## src/rtl/fall_scheduler_if.sv

```systemverilog
// Command/status bundle between the game-flow scheduler and the playfield datapath.
// master = scheduler side (drives strobes), slave = datapath/player side.
interface fall_scheduler_if #(
  parameter int ROWS = 20
);
  logic            tick_en;
  logic            speed_true;
  logic            game_start;
  logic            move_req;
  logic            move_dir;
  logic            move_ack;
  logic            collide_below;
  logic [ROWS-1:0] row_full;
  logic            spawn_blocked;
  logic            drop_pulse;
  logic            move_left;
  logic            move_right;
  logic            lock_pulse;
  logic            clear_pulse;
  logic [4:0]      clear_row;
  logic            spawn_pulse;
  logic            game_over;
  logic [2:0]      state;

  modport master (
    input  tick_en, speed_true, game_start, move_req, move_dir,
    input  collide_below, row_full, spawn_blocked,
    output move_ack, drop_pulse, move_left, move_right, lock_pulse,
    output clear_pulse, clear_row, spawn_pulse, game_over, state
  );

  modport slave (
    output tick_en, speed_true, game_start, move_req, move_dir,
    output collide_below, row_full, spawn_blocked,
    input  move_ack, drop_pulse, move_left, move_right, lock_pulse,
    input  clear_pulse, clear_row, spawn_pulse, game_over, state
  );
endinterface

```

## src/rtl/fall_scheduler.sv

```systemverilog
// Game-flow controller: gravity timing, move arbitration, lock/clear/spawn/game-over sequencing.
// All strobes are registered one-cycle pulses (one cycle after the decision); moves wait behind drop/lock.
module fall_scheduler #(
  parameter int ROWS       = 20,
  parameter int SLOW_LIMIT = 10,
  parameter int FAST_LIMIT = 1,
  parameter int LOCK_TICKS = 2,
  parameter int CNT_W      = 4
) (
  input  logic             clock_b,
  input  logic             resetn,
  fall_scheduler_if.master bus
);

  typedef enum logic [2:0] {
    IDLE  = 3'd0,
    SPAWN = 3'd1,
    FALL  = 3'd2,
    LOCK  = 3'd3,
    CLEAR = 3'd4,
    WAIT  = 3'd5,
    OVER  = 3'd6
  } state_t;

  localparam logic [CNT_W-1:0] SLOW_L   = CNT_W'(SLOW_LIMIT);
  localparam logic [CNT_W-1:0] FAST_L   = CNT_W'(FAST_LIMIT);
  localparam logic [CNT_W-1:0] LOCK_L   = CNT_W'(LOCK_TICKS);
  localparam logic [CNT_W-1:0] CNT_ONE  = CNT_W'(1);
  localparam logic [4:0]       LAST_IDX = 5'(ROWS - 1);

  state_t           cur_state;
  state_t           nxt_state;

  logic [CNT_W-1:0] grav_cnt;
  logic [CNT_W-1:0] grav_nxt;
  logic [CNT_W-1:0] lock_cnt;
  logic [CNT_W-1:0] lock_nxt;
  logic [CNT_W-1:0] lock_inc;
  logic [CNT_W-1:0] limit;
  logic [4:0]       scan_idx;
  logic [4:0]       scan_nxt;
  logic             spawned;
  logic             spawned_nxt;

  logic             drop_q,  drop_d;
  logic             left_q,  left_d;
  logic             right_q, right_d;
  logic             ack_q,   ack_d;
  logic             lock_q,  lock_d;
  logic             clear_q, clear_d;
  logic             spawn_q, spawn_d;
  logic             over_q;
  logic [4:0]       crow_q,  crow_d;

  logic             move_pend;
  logic             move_window;

  // A request stays high during its ack cycle, so the registered ack masks it.
  assign move_pend   = bus.move_req && !ack_q;
  assign move_window = (cur_state == FALL) || (cur_state == LOCK);
  assign lock_inc    = lock_cnt + CNT_ONE;

  always_comb begin
    nxt_state   = cur_state;
    grav_nxt    = grav_cnt;
    lock_nxt    = lock_cnt;
    scan_nxt    = scan_idx;
    spawned_nxt = spawned;
    crow_d      = crow_q;
    drop_d      = 1'b0;
    lock_d      = 1'b0;
    clear_d     = 1'b0;
    spawn_d     = 1'b0;
    left_d      = 1'b0;
    right_d     = 1'b0;
    ack_d       = 1'b0;
    limit       = bus.speed_true ? FAST_L : SLOW_L;

    case (cur_state)
      IDLE: begin
        if (bus.game_start) nxt_state = SPAWN;
      end

      SPAWN: begin
        if (!spawned) begin
          spawn_d     = 1'b1;
          spawned_nxt = 1'b1;
          grav_nxt    = '0;
          lock_nxt    = '0;
        end else if (!spawn_q) begin
          // Sample only after the load strobe has been absorbed by the datapath.
          spawned_nxt = 1'b0;
          nxt_state   = bus.spawn_blocked ? OVER : FALL;
        end
      end

      FALL: begin
        if (bus.tick_en) begin
          if (grav_cnt < limit) begin
            grav_nxt = grav_cnt + CNT_ONE;
          end else begin
            grav_nxt = '0;
            if (bus.collide_below) begin
              nxt_state = LOCK;
              lock_nxt  = '0;
            end else begin
              drop_d = 1'b1;
            end
          end
        end
      end

      LOCK: begin
        if (!bus.collide_below) begin
          nxt_state = FALL;
          grav_nxt  = '0;
        end else if (bus.tick_en) begin
          lock_nxt = lock_inc;
          if (lock_inc >= LOCK_L) begin
            lock_d    = 1'b1;
            nxt_state = CLEAR;
            scan_nxt  = '0;
          end
        end
      end

      CLEAR: begin
        // Hold the first scan while the merge strobe is still on the wire.
        if (!lock_q) begin
          if (bus.row_full[scan_idx]) begin
            clear_d   = 1'b1;
            crow_d    = scan_idx;
            nxt_state = WAIT;
          end else if (scan_idx == LAST_IDX) begin
            nxt_state = SPAWN;
          end else begin
            scan_nxt = scan_idx + 5'd1;
          end
        end
      end

      WAIT: begin
        nxt_state = CLEAR;
      end

      OVER: begin
        if (bus.game_start) nxt_state = SPAWN;
      end

      default: begin
        nxt_state = IDLE;
      end
    endcase

    if (move_window && move_pend && !drop_d && !lock_d) begin
      left_d  = !bus.move_dir;
      right_d = bus.move_dir;
      ack_d   = 1'b1;
    end
  end

  always_ff @(posedge clock_b or negedge resetn) begin
    if (!resetn) begin
      cur_state <= IDLE;
      grav_cnt  <= '0;
      lock_cnt  <= '0;
      scan_idx  <= '0;
      spawned   <= 1'b0;
      drop_q    <= 1'b0;
      left_q    <= 1'b0;
      right_q   <= 1'b0;
      ack_q     <= 1'b0;
      lock_q    <= 1'b0;
      clear_q   <= 1'b0;
      spawn_q   <= 1'b0;
      over_q    <= 1'b0;
      crow_q    <= '0;
    end else begin
      cur_state <= nxt_state;
      grav_cnt  <= grav_nxt;
      lock_cnt  <= lock_nxt;
      scan_idx  <= scan_nxt;
      spawned   <= spawned_nxt;
      drop_q    <= drop_d;
      left_q    <= left_d;
      right_q   <= right_d;
      ack_q     <= ack_d;
      lock_q    <= lock_d;
      clear_q   <= clear_d;
      spawn_q   <= spawn_d;
      over_q    <= (nxt_state == OVER);
      crow_q    <= crow_d;
    end
  end

  assign bus.drop_pulse  = drop_q;
  assign bus.move_left   = left_q;
  assign bus.move_right  = right_q;
  assign bus.move_ack    = ack_q;
  assign bus.lock_pulse  = lock_q;
  assign bus.clear_pulse = clear_q;
  assign bus.clear_row   = crow_q;
  assign bus.spawn_pulse = spawn_q;
  assign bus.game_over   = over_q;
  assign bus.state       = cur_state;

endmodule

```

## src/flat_wrapper.sv

```systemverilog
// flat-port wrapper written by rule: the top's interface ports become plain ports
module fall_scheduler_flat 
#(
  parameter int ROWS       = 20,
  parameter int SLOW_LIMIT = 10,
  parameter int FAST_LIMIT = 1,
  parameter int LOCK_TICKS = 2,
  parameter int CNT_W      = 4
)
  (clock_b, resetn, bus_tick_en, bus_speed_true, bus_game_start, bus_move_req, bus_move_dir, bus_collide_below, bus_row_full, bus_spawn_blocked, bus_move_ack, bus_drop_pulse, bus_move_left, bus_move_right, bus_lock_pulse, bus_clear_pulse, bus_clear_row, bus_spawn_pulse, bus_game_over, bus_state);
  fall_scheduler_if #(.ROWS(ROWS)) bus_i ();
  input  logic clock_b;
  input  logic resetn;
  input wire logic [$bits(bus_i.tick_en)-1:0] bus_tick_en;
  input wire logic [$bits(bus_i.speed_true)-1:0] bus_speed_true;
  input wire logic [$bits(bus_i.game_start)-1:0] bus_game_start;
  input wire logic [$bits(bus_i.move_req)-1:0] bus_move_req;
  input wire logic [$bits(bus_i.move_dir)-1:0] bus_move_dir;
  input wire logic [$bits(bus_i.collide_below)-1:0] bus_collide_below;
  input wire logic [$bits(bus_i.row_full)-1:0] bus_row_full;
  input wire logic [$bits(bus_i.spawn_blocked)-1:0] bus_spawn_blocked;
  output wire logic [$bits(bus_i.move_ack)-1:0] bus_move_ack;
  output wire logic [$bits(bus_i.drop_pulse)-1:0] bus_drop_pulse;
  output wire logic [$bits(bus_i.move_left)-1:0] bus_move_left;
  output wire logic [$bits(bus_i.move_right)-1:0] bus_move_right;
  output wire logic [$bits(bus_i.lock_pulse)-1:0] bus_lock_pulse;
  output wire logic [$bits(bus_i.clear_pulse)-1:0] bus_clear_pulse;
  output wire logic [$bits(bus_i.clear_row)-1:0] bus_clear_row;
  output wire logic [$bits(bus_i.spawn_pulse)-1:0] bus_spawn_pulse;
  output wire logic [$bits(bus_i.game_over)-1:0] bus_game_over;
  output wire logic [$bits(bus_i.state)-1:0] bus_state;
  assign bus_i.tick_en = bus_tick_en;
  assign bus_i.speed_true = bus_speed_true;
  assign bus_i.game_start = bus_game_start;
  assign bus_i.move_req = bus_move_req;
  assign bus_i.move_dir = bus_move_dir;
  assign bus_i.collide_below = bus_collide_below;
  assign bus_i.row_full = bus_row_full;
  assign bus_i.spawn_blocked = bus_spawn_blocked;
  assign bus_move_ack = bus_i.move_ack;
  assign bus_drop_pulse = bus_i.drop_pulse;
  assign bus_move_left = bus_i.move_left;
  assign bus_move_right = bus_i.move_right;
  assign bus_lock_pulse = bus_i.lock_pulse;
  assign bus_clear_pulse = bus_i.clear_pulse;
  assign bus_clear_row = bus_i.clear_row;
  assign bus_spawn_pulse = bus_i.spawn_pulse;
  assign bus_game_over = bus_i.game_over;
  assign bus_state = bus_i.state;
  fall_scheduler #(.ROWS(ROWS), .SLOW_LIMIT(SLOW_LIMIT), .FAST_LIMIT(FAST_LIMIT), .LOCK_TICKS(LOCK_TICKS), .CNT_W(CNT_W)) u_core (.clock_b(clock_b), .resetn(resetn), .bus(bus_i));
endmodule
```

## config.mk

```make
export PLATFORM = sky130hd
export DESIGN_NAME = fall_scheduler_flat
export DESIGN_NICKNAME = d
export VERILOG_FILES = /design/src/rtl/fall_scheduler_if.sv /design/src/rtl/fall_scheduler.sv /design/src/flat_wrapper.sv
export SDC_FILE = /design/constraint.sdc
export NUM_CORES = 1
export LEC_CHECK = 0
export ABC_CLOCK_PERIOD_IN_PS = 4400
export BUFFER_PORTS_ARGS = -buffer_cell sky130_fd_sc_hd__buf_2
export CAP_MARGIN = 25
export CORE_MARGIN = 8
export CORE_UTILIZATION = 28
export DETAILED_ROUTE_END_ITERATION = 16
export HOLD_SLACK_MARGIN = 0.06
export PLACE_DENSITY_LB_ADDON = 0.2
export SYNTH_ARGS = -nofsm -noshare
export SYNTH_HDL_FRONTEND = slang
export SYNTH_SLANG_ARGS = --single-unit
export TNS_END_PERCENT = 10
```

## constraint.sdc

```tcl
create_clock -name clock_b -period 4.4 [get_ports clock_b]
set_input_delay 0.44 -clock clock_b [delete_from_list [all_inputs] [get_ports clock_b]]
set_output_delay 0.44 -clock clock_b [all_outputs]
set_load 0.05 [all_outputs]
```

Yosys cells after proc, flatten, opt, wreduce, memory -nomap -nowiden
Index checks and enable logic that the tools add are counted.
Operators by class
  add/sub/neg operators: 3
  magnitude comparators: 3
  equality and inequality tests: 19
  muxes and demuxes: 53
  bitwise gates (word level): 1
  reductions and logical operators: 17
Operators with widths (count)
  $mux 4: 10
  $mux 3: 13
  $mux 5: 6
  $pmux 4 s3: 2
  $ne 2x2->1 const B: 11
  $mux 1: 19
  $pmux 3 s6: 1
  $reduce_and 7->1: 2
  $eq 3x3->1 const B: 4
  $pmux 5 s2: 1
  $add 4x1->4 const B: 2
  $eq 3x2->1 const B: 2
  $lt 5x6->1 const B: 1
  $add 5x1->5 const B: 1
  $bmux 1 s5: 1
  $eq 5x5->1 const B: 1
  $ge 4x2->1 const B: 1
  $logic_and 1x1->1: 4
  $logic_not 1->1: 4
  $lt 4x4->1: 1
  $reduce_and 4->1: 1
  $eq 3x1->1 const B: 1
  $logic_not 3->1: 1
  $reduce_and 3->1: 1
  5 further kinds: 5
Word-level totals
  flip-flop bits (word level): 30
  input bits: 29
  output and inout bits: 16
  logic and storage cells: 110

Longest topological paths before layout
  depth in word-level cells: 9
  depth in mapped cells: 8
  gate-level depth less buffers: 7

Least setup slack after synthesis
No wires, ideal clock.
  kind: flip-flop to flip-flop
  start: reg u_core.cur_state[2], in the netlist u_core.bus.state[2]
  end: reg u_core.scan_idx[2]
  library setup time: 79 ps
  arrival: 1913 ps
  data required time: 4321 ps
  setup slack: 2408 ps
  cell stages (with the launch flop): 7
  cells stage by stage: dfrtp_1 > clkbuf_1 > nand3b_1 > o21bai_1 > o211ai_1 > nor4b_2 > mux2i_1
On the way
  word-level cells in the longest chain between the ends: 3
  elaborated cells on any way between the ends: 11
  those cells by class: eq/ne (8); mux (1); reduce/logical (2)
RTL lines
  start: declaration: line fall_scheduler.sv:31  | state_t cur_state;
  start signal: assignment: line fall_scheduler.sv:179  | cur_state <= nxt_state;
  $eq 3x2->1 or $eq 3x3->1 (tied branches): line fall_scheduler.sv:79  | case (cur_state)
  $ne 2x2->1 (no line) or $reduce_bool 2->1 (tied branches)
  $reduce_and 7->1 (no line)
  end signal: assignment: line fall_scheduler.sv:182  | scan_idx <= scan_nxt;
  end: declaration: line fall_scheduler.sv:40  | logic [4:0] scan_idx;
Several ways; a longest one is shown, not always the timed one.
A chain may end at the register's enable or synchronous reset.

Worst setup path in the final report
  start: reg u_core.scan_idx[1]
  end: reg u_core.crow_q[3], in the netlist u_core.bus.clear_row[3]
On the way
  word-level cells in the longest chain between the ends: 3
RTL lines
  $bmux 1 s5: line fall_scheduler.sv:130  | if (bus.row_full[scan_idx]) begin
  $mux 1 (not written as such): line fall_scheduler.sv:130
  $reduce_and 3->1 (no line)
  end signal: assignment: line fall_scheduler.sv:192  | crow_q <= crow_d;
  end: declaration: line fall_scheduler.sv:53  | logic [4:0] crow_q, crow_d;
Every way passes these cells. The select of a mux whose other input is x is not followed.

==> flow_summary.ini <==
[status]
status = completed

[timing]
fin_ws_ps = 2190
fin_crit_ps = 2210
drv_slew = 0
period_share_pct = 50.3
timing_hold_violations_final = 0
timing.slew.headroom_pct = 54.4
rsz0062_at_grt = no
maxClockFrequency_mhz = 452
finalSetupViolations = 0
finClkSkew_ps = 4.20
hold_slack_ps = 188
fin_setup_tns_ps = 0
max_slew.worst_pin.slew_ps = 684

[cells_and_area]
area_delta_synth_final_pct = 20.6
seq_area_sq_um = 751
nFillCells = 683
mostFrequentLayoutCells = buf_2, dfrtp_1, nand2_1, nor2_1, inv_1
multiInputGateArea_sq_um = 1050
final_common_cell = buf_2
layoutNonFillerInstCount = 309
layout-drive-gt1-share_pct = 30.1
diodes = 0
finalNetCount = 263

[logic_synthesis]
avgSynthCellArea_sq_um = 10.2
ys_warn_count = 0
synth-edff-count = 0
ys_seq_elements = 30
yosysSeqAreaShare_pct = 40.0
synthesis.area_sq_um = 1880
synth_ff_type = dfrtp_1
synth_nets = 219
synthCells = 184
synthArstFlopShare_pct = 100
ys_types = 55

[die]
core_area_sq_um = 6640
ios = 45
initial_core_util_pct = 28.2
fp-row-count = 30
die_w_um = 97.9
die-area_sq_um = 9580
die_y_um = 97.9

[clock_network]
clk_latency_ps = 280
numCtsBuffers = 5
postCtsSetupBuffers = 0
cts_root_buffer = clkbuf_8
cts_max_level = 2
clk_pin_slew_ps = 70
cts_tree = built
clock_sinks = 30
ctsHoldBuffers = 0
clockBufferDepth = 2
cts_resized = 0

[critical_path]
required_ps = 4570
end_kind = register
critPathLaunchType = register
cp_max_fo = 11
setup.worst_path.class = register to register
arrival_ps = 2390

[power]
irDropWorstVdd_mv = 0.168
power_density_nw_per_um2 = 523
p_leak_nw = 1.07
p_total_w = 0.00118

[job]
cap_violations = 0

[drt]
routed_via_density = 4.94
post_drt_wl_per_cell_um = 14.4
final_antenna_net_count = 0
vias = 1525
drt_first_pass_iters = 4
wl_um = 4440
drcViolationCount = 0
drt_iter0_markers = 37

[global_routing]
grt_pass1_wl_um = 7550
grt.overflow.total = 0
grt_pass1_vias = 1608
grt_use_total_pct = 9.74
grt_max_degree = 31
antenna_found_initial = 0

[placement]
gp_congestion = 0.745
dpl_worst_slack_ps = 2170
dp_hpwl_um = 3370
placedCellCount = 301
portBuffers = 44

[hold_path]
holdCritPathClass = input pin to async pin
-- through the flow --
stage	cell area, sq um	util, %
floorplan	1880	-
detailed placement	2150	32.4
global route	2260	34.1
CTS	2260	34.1
finish	2260	34.1
global placement	2150	32.4
-- cells in the mapped netlist, types with 5 or more instances --
library cell	instances	area, sq um
ha_1	6	75.1
nand2b_1	8	50.1
nor2b_1	5	31.3
nor2_1	12	45.0
inv_1	10	37.5
mux2i_1	9	90.1
dfrtp_1	30	751
nand2_1	19	71.3
-- worst max-delay path, stage by stage, from the launching register on --
cell and delay [ps]:
dfrtp_1 650, mux4_2 560, or2_4 250, a31oi_4 200, a21oi_4 130, mux2_4 310
-- sequential cells by signal, summed over array words and instances, names as in the netlist --
name and count:
u_core.bus.clear_pulse 1, u_core.bus.clear_row 5, u_core.spawned 1, u_core.lock_cnt 4
u_core.bus.lock_pulse 1, u_core.bus.move_right 1, u_core.bus.game_over 1, u_core.scan_idx 5
u_core.grav_cnt 4, u_core.bus.move_ack 1, u_core.bus.state 3, u_core.bus.drop_pulse 1
u_core.bus.move_left 1, u_core.bus.spawn_pulse 1
-- layer usage --
metal / vias to the layer above / part of all wire [%] / global-route usage (%)
met1: 723 / 47 / 11.6
met5: - / 0 / 0
li1: 761 / - / -
met2: 37 / 46 / 15.3
met3: 4 / 5.1 / 3.06
met4: 0 / 1.7 / 5.28
-- path summary, 6_finish.rpt --
| path | cells after the start | from | endpoint | slack (ps) |
|---|---|---|---|---|
| worst min register to register | 1 | u_core.spawned$_DFFE_PN0P_ | u_core.bus.spawn_pulse$_DFF_PN0_ | 520 |
| min in group clock_b | 2 | bus_move_dir | u_core.bus.move_left$_DFF_PN0_ | 310 |
| max in group asynchronous | 1 | resetn | u_core.scan_idx[4]$_DFFE_PN0P_ | 3770 |
| worst min-delay path | 1 | resetn | u_core.bus.spawn_pulse$_DFF_PN0_ | 190 |
| worst max register to register | 5 | u_core.scan_idx[1]$_DFFE_PN0P_ | u_core.bus.clear_row[3]$_DFFE_PN0P_ | 2190 |
| worst max-delay path | 5 | u_core.scan_idx[1]$_DFFE_PN0P_ | u_core.bus.clear_row[3]$_DFFE_PN0P_ | 2190 |
-- cells by family (layout without fill, tap and decap cells) --
group	after synthesis	count (layout)	synth area share [%]
AO/OA/AOI/OAI	36	36	15.3
adder cells (fa/ha/maj)	6	6	4.00
buffers and inverters	17	62	4.27
flip-flops	30	30	40.0
AND/OR/NAND/NOR	75	75	22.6
XOR/XNOR	1	1	0.467
multiplexers	19	19	13.4
-- where the power goes --
group	total [W]	internal, W	switching [W]	leakage, nW
Combinational	0.000479	0.000177	0.000302	0.608
Sequential	0.000427	0.000337	0.0000897	0.405
Clock	0.000279	0.000167	0.000112	0.0579
Total	0.00118	0.000681	0.000504	1.07
-- cell type report --
| type | instances | area share [%] |
|---|---|---|
| timing repair buffer | 44 | 9.73 |
| clock buffer | 5 | 3.04 |
| multi-input combinational | 137 | 46.2 |
| inverter | 10 | 1.66 |
| tap | 80 | 4.42 |
| sequential | 30 | 33.2 |
| clock inverter | 3 | 1.77 |
Power figures use the tool's default switching activity.
